### src/rtl/mem_dump_pkg.sv
// Shared defaults and FSM encodings for the memory dump streamer.
// The CHK state exists only when MEM_DUMP_CHKSUM_EN is defined.
package mem_dump_pkg;

    localparam int WORD_SIZE_DEF = 8;
    localparam int ADDR_SIZE_DEF = 8;

    typedef enum logic [2:0] {
        IDLE = 3'd0,
        READ = 3'd1,
        CAPT = 3'd2,
        SEND = 3'd3,
`ifdef MEM_DUMP_CHKSUM_EN
        CHK  = 3'd4,
`endif
        FIN  = 3'd5
    } state_t;

    // States in which the engine counts as busy (FIN is excluded on purpose).
    function automatic logic state_busy(input state_t s);
        return (s != IDLE) && (s != FIN);
    endfunction

endpackage

### src/rtl/mem_dump_if.sv
// Control, memory read port and output stream of the memory dump streamer.
// master = the dump engine, slave = the surrounding system (memory + consumer).
interface mem_dump_if import mem_dump_pkg::*; #(
    parameter int WORD_SIZE = WORD_SIZE_DEF,
    parameter int ADDR_SIZE = ADDR_SIZE_DEF
);
    logic                 start;
    logic [ADDR_SIZE-1:0] start_addr;
    logic [ADDR_SIZE-1:0] end_addr;
    logic [ADDR_SIZE-1:0] mem_addr;
    logic                 mem_rd;
    logic [WORD_SIZE-1:0] mem_data;
    logic [WORD_SIZE-1:0] out_data;
    logic                 out_valid;
    logic                 out_ready;
    logic                 busy;
    logic                 done;

    modport master (
        input  start, start_addr, end_addr, mem_data, out_ready,
        output mem_addr, mem_rd, out_data, out_valid, busy, done
    );

    modport slave (
        output start, start_addr, end_addr, mem_data, out_ready,
        input  mem_addr, mem_rd, out_data, out_valid, busy, done
    );
endinterface

### src/rtl/mem_dump.sv
// Streams memory[start_addr..end_addr] (wrapping) out over a valid/ready port, 3 cycles per byte.
// Define MEM_DUMP_CHKSUM_EN to append a byte that makes the stream sum to zero.
module mem_dump import mem_dump_pkg::*; #(
    parameter int WORD_SIZE = WORD_SIZE_DEF,
    parameter int ADDR_SIZE = ADDR_SIZE_DEF
) (
    input  logic      clk,
    input  logic      rst,
    mem_dump_if.master bus
);

    state_t               state_reg, state_next;
    logic [ADDR_SIZE-1:0] addr_reg;
    logic [ADDR_SIZE-1:0] last_reg;
    logic [WORD_SIZE-1:0] out_data_reg;
`ifdef MEM_DUMP_CHKSUM_EN
    logic [WORD_SIZE-1:0] checksum_reg;
`endif

    logic xfer;
    logic at_last;

    assign xfer    = bus.out_valid && bus.out_ready;
    assign at_last = (addr_reg == last_reg);

    always_ff @(posedge clk) begin
        if (!rst) begin
            state_reg    <= IDLE;
            addr_reg     <= '0;
            last_reg     <= '0;
            out_data_reg <= '0;
`ifdef MEM_DUMP_CHKSUM_EN
            checksum_reg <= '0;
`endif
        end else begin
            state_reg <= state_next;
            unique case (state_reg)
                IDLE: begin
                    if (bus.start) begin
                        addr_reg     <= bus.start_addr;
                        last_reg     <= bus.end_addr;
`ifdef MEM_DUMP_CHKSUM_EN
                        checksum_reg <= '0;
`endif
                    end
                end
                CAPT: begin
                    out_data_reg <= bus.mem_data;
`ifdef MEM_DUMP_CHKSUM_EN
                    checksum_reg <= checksum_reg + bus.mem_data;
`endif
                end
                SEND: begin
                    if (xfer) begin
                        if (at_last) begin
`ifdef MEM_DUMP_CHKSUM_EN
                            // The checksum already includes the last byte here.
                            out_data_reg <= '0 - checksum_reg;
`endif
                        end else begin
                            // Natural width overflow gives the required wrap to 0.
                            addr_reg <= addr_reg + 1'b1;
                        end
                    end
                end
                default: ;
            endcase
        end
    end

    always_comb begin
        state_next = state_reg;
        unique case (state_reg)
            IDLE: if (bus.start) state_next = READ;
            READ: state_next = CAPT;
            CAPT: state_next = SEND;
            SEND: begin
                if (xfer) begin
                    if (at_last) begin
`ifdef MEM_DUMP_CHKSUM_EN
                        state_next = CHK;
`else
                        state_next = FIN;
`endif
                    end else begin
                        state_next = READ;
                    end
                end
            end
`ifdef MEM_DUMP_CHKSUM_EN
            CHK: if (xfer) state_next = FIN;
`endif
            FIN:     state_next = IDLE;
            default: state_next = IDLE;
        endcase
    end

    assign bus.mem_addr = addr_reg;
    assign bus.mem_rd   = (state_reg == READ);
    assign bus.out_data = out_data_reg;
`ifdef MEM_DUMP_CHKSUM_EN
    assign bus.out_valid = (state_reg == SEND) || (state_reg == CHK);
`else
    assign bus.out_valid = (state_reg == SEND);
`endif
    assign bus.busy = state_busy(state_reg);
    assign bus.done = (state_reg == FIN);

endmodule

### src/flat_wrapper.sv
// flat-port wrapper written by rule: the top's interface ports become plain ports
module mem_dump_flat import mem_dump_pkg::*;
#(
    parameter int WORD_SIZE = WORD_SIZE_DEF,
    parameter int ADDR_SIZE = ADDR_SIZE_DEF
)
  (clk, rst, bus_start, bus_start_addr, bus_end_addr, bus_mem_data, bus_out_ready, bus_mem_addr, bus_mem_rd, bus_out_data, bus_out_valid, bus_busy, bus_done);
  mem_dump_if #(.WORD_SIZE(WORD_SIZE), .ADDR_SIZE(ADDR_SIZE)) bus_i ();
  input  logic clk;
  input  logic rst;
  input wire logic [$bits(bus_i.start)-1:0] bus_start;
  input wire logic [$bits(bus_i.start_addr)-1:0] bus_start_addr;
  input wire logic [$bits(bus_i.end_addr)-1:0] bus_end_addr;
  input wire logic [$bits(bus_i.mem_data)-1:0] bus_mem_data;
  input wire logic [$bits(bus_i.out_ready)-1:0] bus_out_ready;
  output wire logic [$bits(bus_i.mem_addr)-1:0] bus_mem_addr;
  output wire logic [$bits(bus_i.mem_rd)-1:0] bus_mem_rd;
  output wire logic [$bits(bus_i.out_data)-1:0] bus_out_data;
  output wire logic [$bits(bus_i.out_valid)-1:0] bus_out_valid;
  output wire logic [$bits(bus_i.busy)-1:0] bus_busy;
  output wire logic [$bits(bus_i.done)-1:0] bus_done;
  assign bus_i.start = bus_start;
  assign bus_i.start_addr = bus_start_addr;
  assign bus_i.end_addr = bus_end_addr;
  assign bus_i.mem_data = bus_mem_data;
  assign bus_i.out_ready = bus_out_ready;
  assign bus_mem_addr = bus_i.mem_addr;
  assign bus_mem_rd = bus_i.mem_rd;
  assign bus_out_data = bus_i.out_data;
  assign bus_out_valid = bus_i.out_valid;
  assign bus_busy = bus_i.busy;
  assign bus_done = bus_i.done;
  mem_dump #(.WORD_SIZE(WORD_SIZE), .ADDR_SIZE(ADDR_SIZE)) u_core (.clk(clk), .rst(rst), .bus(bus_i));
endmodule
### config.mk
export PLATFORM = sky130hd
export DESIGN_NAME = mem_dump_flat
export DESIGN_NICKNAME = d
export VERILOG_FILES = /design/src/rtl/mem_dump_pkg.sv /design/src/rtl/mem_dump_if.sv /design/src/rtl/mem_dump.sv /design/src/flat_wrapper.sv
export SDC_FILE = /design/constraint.sdc
export NUM_CORES = 1
export LEC_CHECK = 0
export CAP_MARGIN = 20
export CORE_MARGIN = 4
export CORE_UTILIZATION = 44
export DETAILED_ROUTE_END_ITERATION = 10
export PLACE_DENSITY = 0.78
export SETUP_SLACK_MARGIN = 0.4
export SLEW_MARGIN = 5
export SYNTH_ARGS = -nofsm -noshare
export SYNTH_HDL_FRONTEND = slang
export SYNTH_SLANG_ARGS = --single-unit
### constraint.sdc
create_clock -name clk -period 3.7 [get_ports clk]
set_input_delay 0.74 -clock clk [delete_from_list [all_inputs] [get_ports clk]]
set_output_delay 0.74 -clock clk [all_outputs]
set_load 0.02 [all_outputs]
Yosys cells after proc, flatten, opt, wreduce, memory -nomap -nowiden:

Cells that the tools add are included.

* bits in registers: 27
* bits of input ports: 28
* word-level logic and storage cells: 30

* add/subtract/negate cells: 1
* equal/unequal tests: 9
* mux-type cells: 8
* reductions and logical operators: 8

Operators with widths (number)
* 8-bit 2-to-1 mux: 3
* 8-bit case mux with 2 select lines: 1
* 3-bit case mux with 4 select lines: 1
* 3-bit 2-to-1 mux: 3
* 8-bit by 1-bit adder with 8-bit output, second input constant: 1
* 8-bit == test: 1
* 3-bit by 2-bit == test with 1-bit output, second input constant: 2
* 2-bit != test, second input constant: 3
* 2-bit AND reduction: 2
* 4-bit AND reduction: 1
* 3-bit by 1-bit == test with 1-bit output, second input constant: 1
* 3-bit == test, second input constant: 1
* 3-bit logical NOT: 1
* 3-bit != test, second input constant: 1
* 3-bit nonzero test: 1
* 1-bit logical AND: 2
* 2-bit nonzero test: 1

Longest topological paths before layout:

* depth after elaboration: 4
* gate-level depth with buffers: 8
* mapped depth without buffers: 6

Worst setup path after synthesis:

OpenSTA, ideal clock, no wires.

* path kind: in2reg
* from: input port bus_start
* to: register u_core.addr_reg[7], in the netlist u_core.bus.mem_addr[7]
* library setup time: 0.134 ns
* arrival time: 1.878 ns
* data required time: 3.566 ns
* setup slack: 1.687 ns
* stages on the path: 7
* path buffers: 2
* path through: or4b_4 -> buf_6 -> o31ai_4 -> o31ai_4 -> buf_6 -> a21oi_1 -> o32ai_2

* longest elaborated chain between the ends: 2

Ends and longest elaborated chain
* start, declared: line flat_wrapper.sv:11 `input wire logic [$bits(bus_i.start)-1:0] bus_start;`
* 2-bit != test (no line)
* 4-bit AND reduction (no line)
* end signal, assigned: line mem_dump.sv:40 `addr_reg <= bus.start_addr;`
* end signal, assigned: line mem_dump.sv:62 `addr_reg <= addr_reg + 1'b1;`
* end, declared: line mem_dump.sv:13 `logic [ADDR_SIZE-1:0] addr_reg;`

No other way between the ends.
A chain may end at the register's enable or synchronous reset.

Worst setup path after layout:

* from: register u_core.state_reg[1]
* to: output port bus_out_valid

* longest elaborated chain between the ends: 1

Ends and longest elaborated chain
* start, declared: line mem_dump.sv:12 `state_t state_reg, state_next;`
* start signal, assigned: line mem_dump.sv:36 `state_reg <= state_next;`
* 3-bit by 2-bit == test with 1-bit output: line mem_dump.sv:104 `assign bus.out_valid = (state_reg == SEND);`
* end, declared: line flat_wrapper.sv:19 `output wire logic [$bits(bus_i.out_valid)-1:0] bus_out_valid;`

No other way between the ends.

==> results.md <==
- Post-synthesis xor/xnor area fraction: 5.71%
- Die ar.: 4100 µm²
- CP max-delay cell: clkdlybuf4s50_1
- RR Endpoint: u_core.bus.mem_addr[5]$_SDFFE_PN0P_
- Die width: 64.0 µm
- Hold Vio Cnt, Final: 0
- Max_cap viols: 0
- TritonCTS buffer count: 3
- Fin Setup TNS: 0 ns
- CTS max path bufs: 2
- Pwr Density: 348 nW/µm²
- RD Place Congestion: 0.836
- Post-CTS Resized: 0
- Top layer in use: met4
- Routed wl met3: 293 µm
- Total track usage: 16.8%
- Clk_skew: 0.0105 ns
- H-tree depth: 1
- CP Class: reg -> out
- Gate count of the mapped netlist: 166
- Synth area leaders: dfxtp_1 (39%), nand2_1 (9.2%), mux2i_1 (6.5%)
- DPL Wire Length: 2.56 mm
- CP arrival: 2.37 ns
- Mux cell area share after synthesis: 6.52%
- Post-layout util: 62.1%
- Critical path fanouts, max: 15
- Number of cells on the worst reg-to-reg path: 6
- Least-Margin Pin Slew: 0.674 ns
- Largest family of logic cells by synthesized area: simple AND/OR/NAND/NOR gates
- Nets@finish: 238
- Worst IR drop on VDD: 0.220 mV
- Worst Path Buf+Inv: 2
- Number of global-route vias before repair: 1284
- Vias: 1272
- Yosys reg bits: 27
- CTS tree: yes
- Largest net degree at the start of global routing: 22
- Syn_area_per_cell: 8.32 µm²
- CP Data Required Time: 2.96 ns
- R2R Setup Slk: 1.07 ns
- Layout cell share with drive strength beyond 1: 6.25%
- Worst Setup End Kind: primary output
- Starting density of the core: 45.6%
- Outcome: complete, no violations
- Port Buffer Count: 47
- Remaining DRCs: 0
- Hold Path Class: reg -> reg
- RSZ-0062 raised after global routing: false
- GRT overflow: 0
- # rows: 20
- Clk pin slew, worst setup/hold paths: 0.14 ns
- Max Freq: 322 MHz
- Tcrit/Tclk final: 84.0%
- Fin area: 1880 µm²
- Ant. Diodes: 0
- Met2 wire length: 1.62 mm
- Crit start category: flip-flop
- Critical Path Max Stage Delay: 0.65 ns
- Root Buffer: clkbuf_4
- Critical Path, Cell by Cell: nand3b_1 -> inv_2 -> clkdlybuf4s50_1
- DRT met1 WL: 1.35 mm
- First drt pass iteration count: 4
- Number of synthesized flops with an enable pin: 0
- Largest area contributor in the netlist: dfxtp_1
- Async SR Flop Fraction: 0%
- Synth Cell Area: 1380 µm²
- YS warnings: 0
- Cell with the most instances after synthesis: nand2_1
- CP startpoint: u_core.state_reg[1]$_SDFFE_PN0P_
- Synth Area in Compound Gates: 17.8%
- PnR worst setup slack: 0.591 ns
- Initial antenna violation count: 0
- Final WL: 3.31 mm
- Adder-Cell Fraction of Synth Area: 0.906%
- Post-layout min period: 3.11 ns
- Critical R2R Launch: u_core.state_reg[1]$_SDFFE_PN0P_
- Delay-heaviest family, CP: buffers and inverters
- Predominant post-synthesis flop cell: dfxtp_1
- Core area: 3030 µm²
- Post-Synth Simple-Gate Area: 24.1%
- LEAKAGE: 0.669 nW
- # placed instances: 248
- Synth top cells by count: nand2_1 (34), dfxtp_1 (27), nor2_1 (21)
- Area Overhead vs Synth: 36.1%
- # IOs: 48
- Crit. path cell count: 3
- Mapped Nets: 195
- Seq/Total Area, Yosys: 39.1%
- Vias per cell: 5.05
- Final Max Slew Viols: 0
- Post-route insts no fill: 252
- Worst rel slew slack: 54.9%
- Worst skew pair latency: 0.33 ns
- Area after DPL: 1850 µm²
- Synth top area share: 39.1%
- First-pass GRT wire length: 5.42 mm
- Clock Sink Count: 27
- Post-CTS Repair Setup Buffers: 0
- Routed WL per cell: 13.2 µm
- ANT nets after route: 0
- Hold buffers post-CTS: 0
- Unique cell type count in the Yosys netlist: 34
- Critical path endpoint: bus_out_valid
- Die height: 64.0 µm
- Setup Viol. Count Final: 0
- Placement Setup Slack: 0.982 ns
- Initial DRC count: 71
-- tightest hold or removal path, stage by stage (launching register included) --
cell and delay, ns:
dfxtp_1 0.34, nand2_1 0.05, a21oi_1 0.05
-- how the worst min path moves through the flow --
stage	cells past startpoint	slack (ns)	endpoint	startpoint
final	2	0.48	u_core.last_reg[7]$_SDFFE_PN0P_	u_core.last_reg[7]$_SDFFE_PN0P_
after detailed placement	2	0.46	u_core.last_reg[7]$_SDFFE_PN0P_	u_core.last_reg[7]$_SDFFE_PN0P_
after CTS	2	0.48	u_core.last_reg[7]$_SDFFE_PN0P_	u_core.last_reg[7]$_SDFFE_PN0P_
after global placement	2	0.46	u_core.last_reg[7]$_SDFFE_PN0P_	u_core.last_reg[7]$_SDFFE_PN0P_
after global routing	2	0.50	u_core.last_reg[0]$_SDFFE_PN0P_	u_core.last_reg[0]$_SDFFE_PN0P_
after floorplan	2	0.45	u_core.last_reg[7]$_SDFFE_PN0P_	u_core.last_reg[7]$_SDFFE_PN0P_
-- final cells by class --
| type | instances | area (µm²) |
|---|---|---|
| fillers | 294 | 1150 |
| inverters | 4 | 15.0 |
| well taps | 44 | 55.1 |
| repair buffers | 48 | 478 |
| flip-flops and latches | 27 | 541 |
| clock inverters | 1 | 7.51 |
| multi-input cells | 125 | 761 |
| clock buffers | 3 | 22.5 |
-- through the flow --
| step | total power, mW | hold WS, ns |
|---|---|---|
| detailed placement | 0.531 | 0.461 |
| global placement | 0.525 | 0.457 |
| CTS | 0.664 | 0.480 |
| finish | 0.654 | 0.478 |
| global route | 0.696 | 0.500 |
| floorplan | 0.456 | 0.449 |
-- power by group --
group          switching (mW)  total (mW)  internal (mW)
combinational          0.0882       0.184         0.0962
sequential             0.0270       0.339          0.312
clock                  0.0889       0.130         0.0414
-- layer usage --
metal | GRT usage [%] | up-vias
met3 | 6.15 | 6
met2 | 30.6 | 46
met4 | 6.47 | 0
met1 | 17.2 | 567
li1 | - | 653
met5 | 0 | -
-- logic make-up after synthesis --
kind of cell / count (synthesis)
AOI/OAI and AO/OA: 33
xor gates and xnor gates: 9
adders and majority gates: 1
buffers and inverters: 14
DFF: 27
muxes: 9
and+or+nand+nor: 73
-- cell usage in the layout (no fill, tap or decap), drive strengths merged --
| master | instances |
|---|---|
| clkdlybuf4s50 | 47 |
| a32oi | 1 |
| xnor2 | 9 |
| a21o | 1 |
| clkbuf | 3 |
| buf | 1 |
| a21oi | 16 |
| dfxtp | 27 |
| o31ai | 4 |
| nand3b | 2 |
| nor4b | 1 |
| or3 | 1 |
| nand4 | 1 |
| nor3 | 2 |
| o22ai | 3 |
| o221a | 1 |
| ha | 1 |
| nand3 | 4 |
| or4b | 1 |
| nand2 | 34 |
| o21ai | 2 |
| nand2b | 2 |
| nor4 | 2 |
| a31oi | 2 |
| o32ai | 2 |
| o21bai | 1 |
| clkinvlp | 1 |
| inv | 4 |
| nor3b | 2 |
| nor2 | 21 |
| mux2i | 9 |
(Power assumes the default switching activity.)
